<file path="src/rtl/mem_access_ctrl.sv">
// mem_access_ctrl: MEM-stage data memory access controller with alignment, lane steering,
// load extension, pipeline stall generation and a 16-cycle bus timeout.
module mem_access_ctrl (
    input  logic        clk,
    input  logic        Reset,
    input  logic        mem_req_valid,
    input  logic        mem_is_store,
    input  logic [1:0]  mem_size,
    input  logic        load_signed,
    input  logic [31:0] mem_addr,
    input  logic [31:0] mem_wdata,
    input  logic        dmem_ack,
    input  logic [31:0] dmem_rdata,
    output logic        dmem_req,
    output logic        dmem_we,
    output logic [31:0] dmem_addr,
    output logic [31:0] dmem_wdata,
    output logic [3:0]  dmem_be,
    output logic        stall,
    output logic        wb_bubble,
    output logic [31:0] load_data,
    output logic        load_data_valid,
    output logic        misalign_exc,
    output logic        bus_err
);
    typedef enum logic [1:0] {IDLE, BUSY, DONE} state_t;

    state_t      r_state, w_next;
    logic [31:0] r_addr, r_wdata, r_load_data, w_wdata_rep, w_ext;
    logic [3:0]  r_be, r_cnt, w_be;
    logic [1:0]  r_size;
    logic        r_store, r_signed, r_bus_err;
    logic        w_misalign, w_idle, w_busy, w_start, w_timeout;
    logic [7:0]  w_byte;
    logic [15:0] w_half;

    assign w_idle     = r_state == IDLE;
    assign w_busy     = r_state == BUSY;
    assign w_misalign = (mem_size == 2'b01 && mem_addr[0]) || (mem_size[1] && |mem_addr[1:0]);
    assign w_start    = w_idle && mem_req_valid && !w_misalign;
    assign w_timeout  = w_busy && !dmem_ack && &r_cnt;

    assign w_be = mem_size == 2'b00 ? 4'b0001 << mem_addr[1:0] :
                  mem_size == 2'b01 ? (mem_addr[1] ? 4'b1100 : 4'b0011) : 4'b1111;
    assign w_wdata_rep = mem_size == 2'b00 ? {4{mem_wdata[7:0]}} :
                         mem_size == 2'b01 ? {2{mem_wdata[15:0]}} : mem_wdata;

    // Lane selection uses the latched address since mem_addr may change while stalled
    assign w_byte = dmem_rdata[8*r_addr[1:0] +: 8];
    assign w_half = r_addr[1] ? dmem_rdata[31:16] : dmem_rdata[15:0];
    assign w_ext  = r_size == 2'b00 ? {{24{r_signed & w_byte[7]}}, w_byte} :
                    r_size == 2'b01 ? {{16{r_signed & w_half[15]}}, w_half} : dmem_rdata;

    always_ff @(posedge clk or posedge Reset) begin
        if (Reset) r_state <= IDLE;
        else       r_state <= w_next;
    end

    always_comb begin
        w_next = w_idle ? (w_start ? BUSY : IDLE) :
                 w_busy ? ((dmem_ack || &r_cnt) ? DONE : BUSY) : IDLE;
    end

    always_ff @(posedge clk or posedge Reset) begin
        if (Reset) begin
            r_addr      <= '0;
            r_wdata     <= '0;
            r_be        <= '0;
            r_size      <= '0;
            r_store     <= 1'b0;
            r_signed    <= 1'b0;
            r_cnt       <= '0;
            r_load_data <= '0;
            r_bus_err   <= 1'b0;
        end else begin
            if (w_start) begin
                r_addr   <= mem_addr;
                r_wdata  <= w_wdata_rep;
                r_be     <= w_be;
                r_size   <= mem_size;
                r_store  <= mem_is_store;
                r_signed <= load_signed;
            end
            r_cnt <= w_start ? 4'd0 : (w_busy && !dmem_ack) ? r_cnt + 4'd1 : r_cnt;
            if (w_busy && dmem_ack && !r_store) r_load_data <= w_ext;
            else if (w_timeout)                 r_load_data <= '0;
            r_bus_err <= w_timeout;
        end
    end

    always_comb begin
        stall           = !Reset && (w_start || w_busy);
        wb_bubble       = stall;
        misalign_exc    = !Reset && w_idle && mem_req_valid && w_misalign;
        dmem_req        = w_busy;
        dmem_we         = w_busy && r_store;
        dmem_be         = w_busy ? r_be : 4'b0000;
        dmem_addr       = {r_addr[31:2], 2'b00};
        dmem_wdata      = r_wdata;
        load_data       = r_load_data;
        load_data_valid = r_state == DONE && !r_store;
        bus_err         = r_bus_err;
    end
endmodule

</file>
<file path="config.mk">
export PLATFORM = sky130hd
export DESIGN_NAME = mem_access_ctrl
export DESIGN_NICKNAME = d
export VERILOG_FILES = /design/src/rtl/mem_access_ctrl.sv
export SDC_FILE = /design/constraint.sdc
export NUM_CORES = 1
export LEC_CHECK = 0
export ABC_AREA = 1
export CORE_UTILIZATION = 40
export CTS_CLUSTER_SIZE = 30
export DETAILED_ROUTE_END_ITERATION = 7
export GPL_TIMING_DRIVEN = 0
export MAX_ROUTING_LAYER = met4
export PLACE_DENSITY_LB_ADDON = 0.25
export SLEW_MARGIN = 5
export SYNTH_ARGS = -nofsm -noshare
export SYNTH_HDL_FRONTEND = slang
export SYNTH_SLANG_ARGS = --single-unit
</file>
<file path="constraint.sdc">
create_clock -name clk -period 3.26 [get_ports clk]
set_clock_uncertainty 0.15 [all_clocks]
set_input_delay 0.326 -clock clk [delete_from_list [all_inputs] [get_ports clk]]
set_output_delay 0.326 -clock clk [all_outputs]
set_load 0.01 [all_outputs]
</file>
==> impl_metrics.toml, run 1 <==
[synthesis]
synth_edf_count = 0
yosysWarnings = 0
synth_top_area_share_pct = 47.4
synth_area_leaders = "dfrtp_1 47%, nand2_1 28%, buf_4 5.6%"
async_flop_share_pct = 100
synth_cell_types = 31
seq_area_frac_synth_pct = 47.4
yosysMostFrequentCell = "nand2_1"
ys_top_cells_by_count = "437 x nand2_1, 111 x dfrtp_1, 54 x nand3_1"
synth_ff_type = "dfrtp_1"
synth_area_um2 = 5860
syn_area_per_cell_um2 = 7.29
ys_ff_latch = 111
syn_inst = 804
yosysTopAreaCell = "dfrtp_1"

[routing]
routed_via_density = 4.81
routedWlPerCell_um = 14.7
finalWirelength_mm = 17.8
vias = 5830
drc = 0
drtIter0Drc = 393
first_pass_iters = 5
ant_nets = 0

[clocking]
ctsHoldBuffers = 0
cts_tree = "done"
cts-buffers-inserted = 9
cts_setup_buffers = 0
clock-sinks = 111
cts_resized = 0
clk_path_buf_depth = 2
worstSkewPairLatency_ns = 0.36
root_buffer = "clkbuf_16"
clock_tree.htree_level_count = 3
clk_pin_slew_ns = 0.08

[die]
die_x_um = 123
die_h_um = 123
start_util_pct = 41.6
rows = 43
io_pins = 211
core_area_um2 = 14100
dieArea_um2 = 15100

[global_route]
grt_first_pass_wirelength_mm = 28.3
antenna_found_initial = 0
grt_max_degree = 41
first_global_vias = 5733
grt_overflow = 0
grt_util_all_layers_pct = 25.2

[pwr]
total_leakage_power_nw = 4.35
ir_drop_mv = 0.307
powerDensity_nw_per_um2 = 721

[timing]
worst_slew_pin_slew_ns = 0.595
slew_headroom_pct = 60.2
rsz0062_at_grt = "false"
period_needed_ns = 3.05
fmax_mhz = 328
maxSlewViolCount = 0
tns_ns = 0
setup_ws_ns = 0.214
fin_crit_sh_pct = 93.4
hold_viol_final = 0
setup_viol = 0

[critical_path]
cpPeakStageDelay_ns = 0.52
critPathRequiredTime_ns = 2.78
critPathKind = "in2out"
path_cells = "clkdlybuf4s50_1 -> nor2_8 -> inv_2 -> nand2_1 -> nand2_1 -> buf_4 -> buf_4 -> a21oi_1 -> buf_4 -> clkdlybuf4s50_1"
crit_path_end_kind = "output pin"
startpoint_type = "input pin"
critPathMostFrequentCell = "buf_4"
reg2reg_depth = 7
slowest_stage = "clkdlybuf4s50_1"
critPathMaxFanout = 10
arrival_ns = 2.57

[status]
status = "complete, no violations"

[final_layout]
finalNetCount = 1131
n_fill_cell = 1324
drive_gt1_share_pct = 10.2
syn_to_final_growth_pct = 46.2
post-route-util_pct = 60.8
antennaDiodeCount = 0

[place]
globalplace.congestion = 0.931
dp_worst_setup_slack_ns = 0.248
port_buffers = 207
dp_hpwl_mm = 13.4

[job]
maxCapViolCount = 0

[hold_path]
hold_class = "in2async"
## final cells by class
class,instances,area (um^2),share of cell area [%]
plain buffers,73,498,5.81
clock buffers,10,229,2.67
clock inverters,6,115,1.34
inverters,36,139,1.62
multi-input cells,585,2450,28.6
flip-flops and latches,111,2780,32.4
well taps,180,225,2.63
repair buffers,210,2130,24.9
## worst max-delay path, delay by kind of cell
kind                   cells  cell delay, ns
buffers and inverters      6            1.59
AOI/OAI and AO/OA          1            0.24
and+or+nand+nor            3            0.40
## final timing paths
check | start | end | slack (ns)
worst max-delay path | mem_size[0] | wb_bubble | 0.21
worst min-delay path | Reset | r_addr[16] | 0.26
worst max register to register | r_cnt[0] | load_data[1] | 1.42
worst min register to register | load_data[0] | load_data[0] | 0.33
max in group asynchronous | Reset | load_data[21] | 1.93
min in group clk | mem_size[1] | dmem_wdata[27] | 0.28
## metal layers
layer / vias up / GRT usage (%) / part of all wire, %
li1: 2903 / - / -
met1: 2665 / 31.9 / 44
met2: 234 / 40.0 / 46
met3: 28 / 5.54 / 7.8
met4: 0 / 8.81 / 2.3
met5: - / - / 0
## per-stage QoR
stage | total power [W] | cell area (um^2) | hold slack, ns | std cells
floorplan | 0.00353 | 5870 | 0.286 | 805
global placement | 0.00486 | 8170 | 0.306 | 1192
detailed placement | 0.00490 | 8230 | 0.307 | 1195
CTS | 0.00623 | 8570 | 0.265 | 1211
global route | 0.00660 | 8570 | 0.307 | 1211
finish | 0.00618 | 8570 | 0.259 | 1211
## cells in the final DEF (no fill, tap or decap), drive strengths merged
| master | netlist | layout |
|---|---|---|
| a31oi | 1 | 1 |
| clkbuf | 5 | 15 |
| o21a | 1 | 1 |
| clkdlybuf4s50 | 0 | 207 |
| clkinv | 1 | 1 |
| o21ai | 14 | 14 |
| nand4 | 8 | 8 |
| conb | 1 | 2 |
| o211ai | 15 | 15 |
| nor2 | 36 | 36 |
| a21oi | 4 | 4 |
| buf | 68 | 71 |
| inv | 35 | 36 |
| nand3 | 55 | 55 |
| nor3 | 6 | 6 |
| bufinv | 0 | 3 |
| nand2 | 440 | 440 |
| xor2 | 1 | 1 |
| dfrtp | 111 | 111 |
| clkinvlp | 0 | 2 |
| nor4 | 1 | 1 |
| ha | 1 | 1 |
## sequential cells by signal, summed over array words and instances, names as in the netlist
register,cells
r_addr,32
r_state,2
r_store,1
load_data,32
dmem_wdata,32
r_be,4
r_cnt,4
r_size,2
r_signed,1
bus_err,1
## power breakdown
part | switching [W] | total, W | internal, W
clock network | 0.000537 | 0.00129 | 0.000758
logic | 0.00129 | 0.00272 | 0.00143
registers | 0.000298 | 0.00216 | 0.00186
total | 0.00213 | 0.00618 | 0.00405
## kinds of logic after synthesis
group,after synthesis,synth area share (%)
AND/OR/NAND/NOR,546,37.4
flip-flops,111,47.4
buffers and inverters,109,10.8
AO/OA/AOI/OAI,35,3.95
XOR/XNOR,1,0.149
adder cells (fa/ha/maj),1,0.213
other,1,0.0640
Note: power is estimated with default switching activity, not from simulation.
==> run 2: changes to the inputs <==
- CORE_UTILIZATION: 40 -> 41
==> impl_metrics.toml, run 2 (synthesis results as in run 1) <==
[status]
status = "complete, no violations"

[final_layout]
finalNetCount = 1131
antennaDiodeCount = 0
post-route-util_pct = 61.4
layout_commonest_cell = "nand2_1"
layout_common_cells = "437 x nand2_1, 207 x clkdlybuf4s50_1, 111 x dfrtp_1"
finalNonFillerCells = 1211
drive_gt1_share_pct = 10.1
syn_to_final_growth_pct = 45.9
design_area_um2 = 8550

[die]
io_pins = 211
die_h_um = 122
start_util_pct = 42.1
dieArea_um2 = 14800
rows = 43
core_area_um2 = 13900
die_x_um = 122

[critical_path]
path_buf_inv = 6
path_cells = "clkdlybuf4s50_1 -> nor2_8 -> inv_2 -> nand2_1 -> nand2_1 -> buf_4 -> buf_4 -> a21oi_1 -> buf_4 -> clkdlybuf4s50_1"
critPathRequiredTime_ns = 2.78
arrival_ns = 2.51
r2r_setup_slack_ns = 1.45
cpPeakStageDelay_ns = 0.52
reg2reg_from = "r_cnt[0]"
startpoint_type = "input pin"
reg2reg_depth = 7
critPathMostFrequentCell = "buf_4"
slowest_stage = "clkdlybuf4s50_1"
critPathMaxFanout = 10
reg2reg_to = "load_data[7]"
crit_family = "buffers and inverters"
critPathKind = "in2out"
crit_path_end_kind = "output pin"

[clocking]
cts_tree = "done"
cts_setup_buffers = 0
clk_path_buf_depth = 2
cts-buffers-inserted = 9
ctsHoldBuffers = 0
clock_tree.htree_level_count = 3
worstSkewPairLatency_ns = 0.35
clock-sinks = 111
root_buffer = "clkbuf_16"
clk_pin_slew_ns = 0.07
cts_resized = 0

[place]
port_buffers = 207
dp_hpwl_mm = 13.1
globalplace.congestion = 0.949
place_inst = 1195
place_area_um2 = 8230

[global_route]
grt_util_all_layers_pct = 25.5
met1_usage_pct = 33.3
use_met2_pct = 38.1
first_global_vias = 5609
grt_first_pass_wirelength_mm = 28.2
grt_use_met3_pct = 6.55
busiest_layer = "met2"
grt_overflow = 0
grt_max_degree = 40
antenna_found_initial = 0

[routing]
finalWirelength_mm = 17.4
drc = 0
ant_nets = 0
routedWlPerCell_um = 14.3
drtIter0Drc = 439
routed_via_density = 4.83
vias = 5845
first_pass_iters = 5

[timing]
worst_slew_pin_slew_ns = 0.552
hold_viol_final = 0
rsz0062_at_grt = "false"
fin_crit_sh_pct = 91.5
setup_viol = 0
period_needed_ns = 2.98
fmax_mhz = 335
slew_headroom_pct = 63.1
whs_ns = 0.171
maxSlewViolCount = 0
tns_ns = 0

[hold_path]
hold_class = "in2async"

[pwr]
ir_drop_mv = 0.320
total_leakage_power_nw = 4.35
powerDensity_nw_per_um2 = 712

[job]
maxCapViolCount = 0
run 2: cell types whose count changed in the layout (fill, tap and decap cells not counted), sizes merged:
| cell | delta |
|---|---|
| clkbuf | +3 |
| inv | -2 |
| bufinv | -1 |
| clkinv | +1 |
| clkinvlp | -1 |
run 2: power breakdown:
group / switching (W) / leakage, nW / internal (W)
registers: 0.000292 / 1.39 / 0.00186
clock network: 0.000498 / 0.160 / 0.000716
logic: 0.00129 / 2.80 / 0.00143
total: 0.00208 / 4.35 / 0.00401
run 2: layout make-up:
class / instances / area [um^2]
fill: 1301 / 5380
sequential: 111 / 2780
multi-input combinational: 585 / 2450
timing repair buffer: 210 / 2130
buffer: 73 / 498
clock buffer: 13 / 260
tap: 180 / 225
inverter: 36 / 139
clock inverter: 3 / 65.1
run 2: worst max-delay path by stage:
stage / depth (start not counted) / start / endpoint
floorplan: 9 / mem_size[1] / wb_bubble
global placement: 10 / mem_size[0] / wb_bubble
detailed placement: 10 / mem_size[0] / wb_bubble
CTS: 10 / mem_size[0] / wb_bubble
global route: 10 / mem_size[0] / wb_bubble
finish: 10 / mem_size[0] / wb_bubble
run 2: per-layer routing:
metal	part of all wire, %	vias to the layer above	wire [um]
met4	2.0	0	346
met1	43	2686	7550
met3	8.5	27	1480
met5	0	-	0
li1	-	2905	-
met2	46	227	7990
run 2: per-stage QoR:
stage | worst slack (ns) | power, W
final | 0.277 | 0.00609
after global routing | 0.164 | 0.00652
after CTS | 0.246 | 0.00614
after detailed placement | 0.244 | 0.00490
after global placement | 0.244 | 0.00485
after floorplan | 1.23 | 0.00353
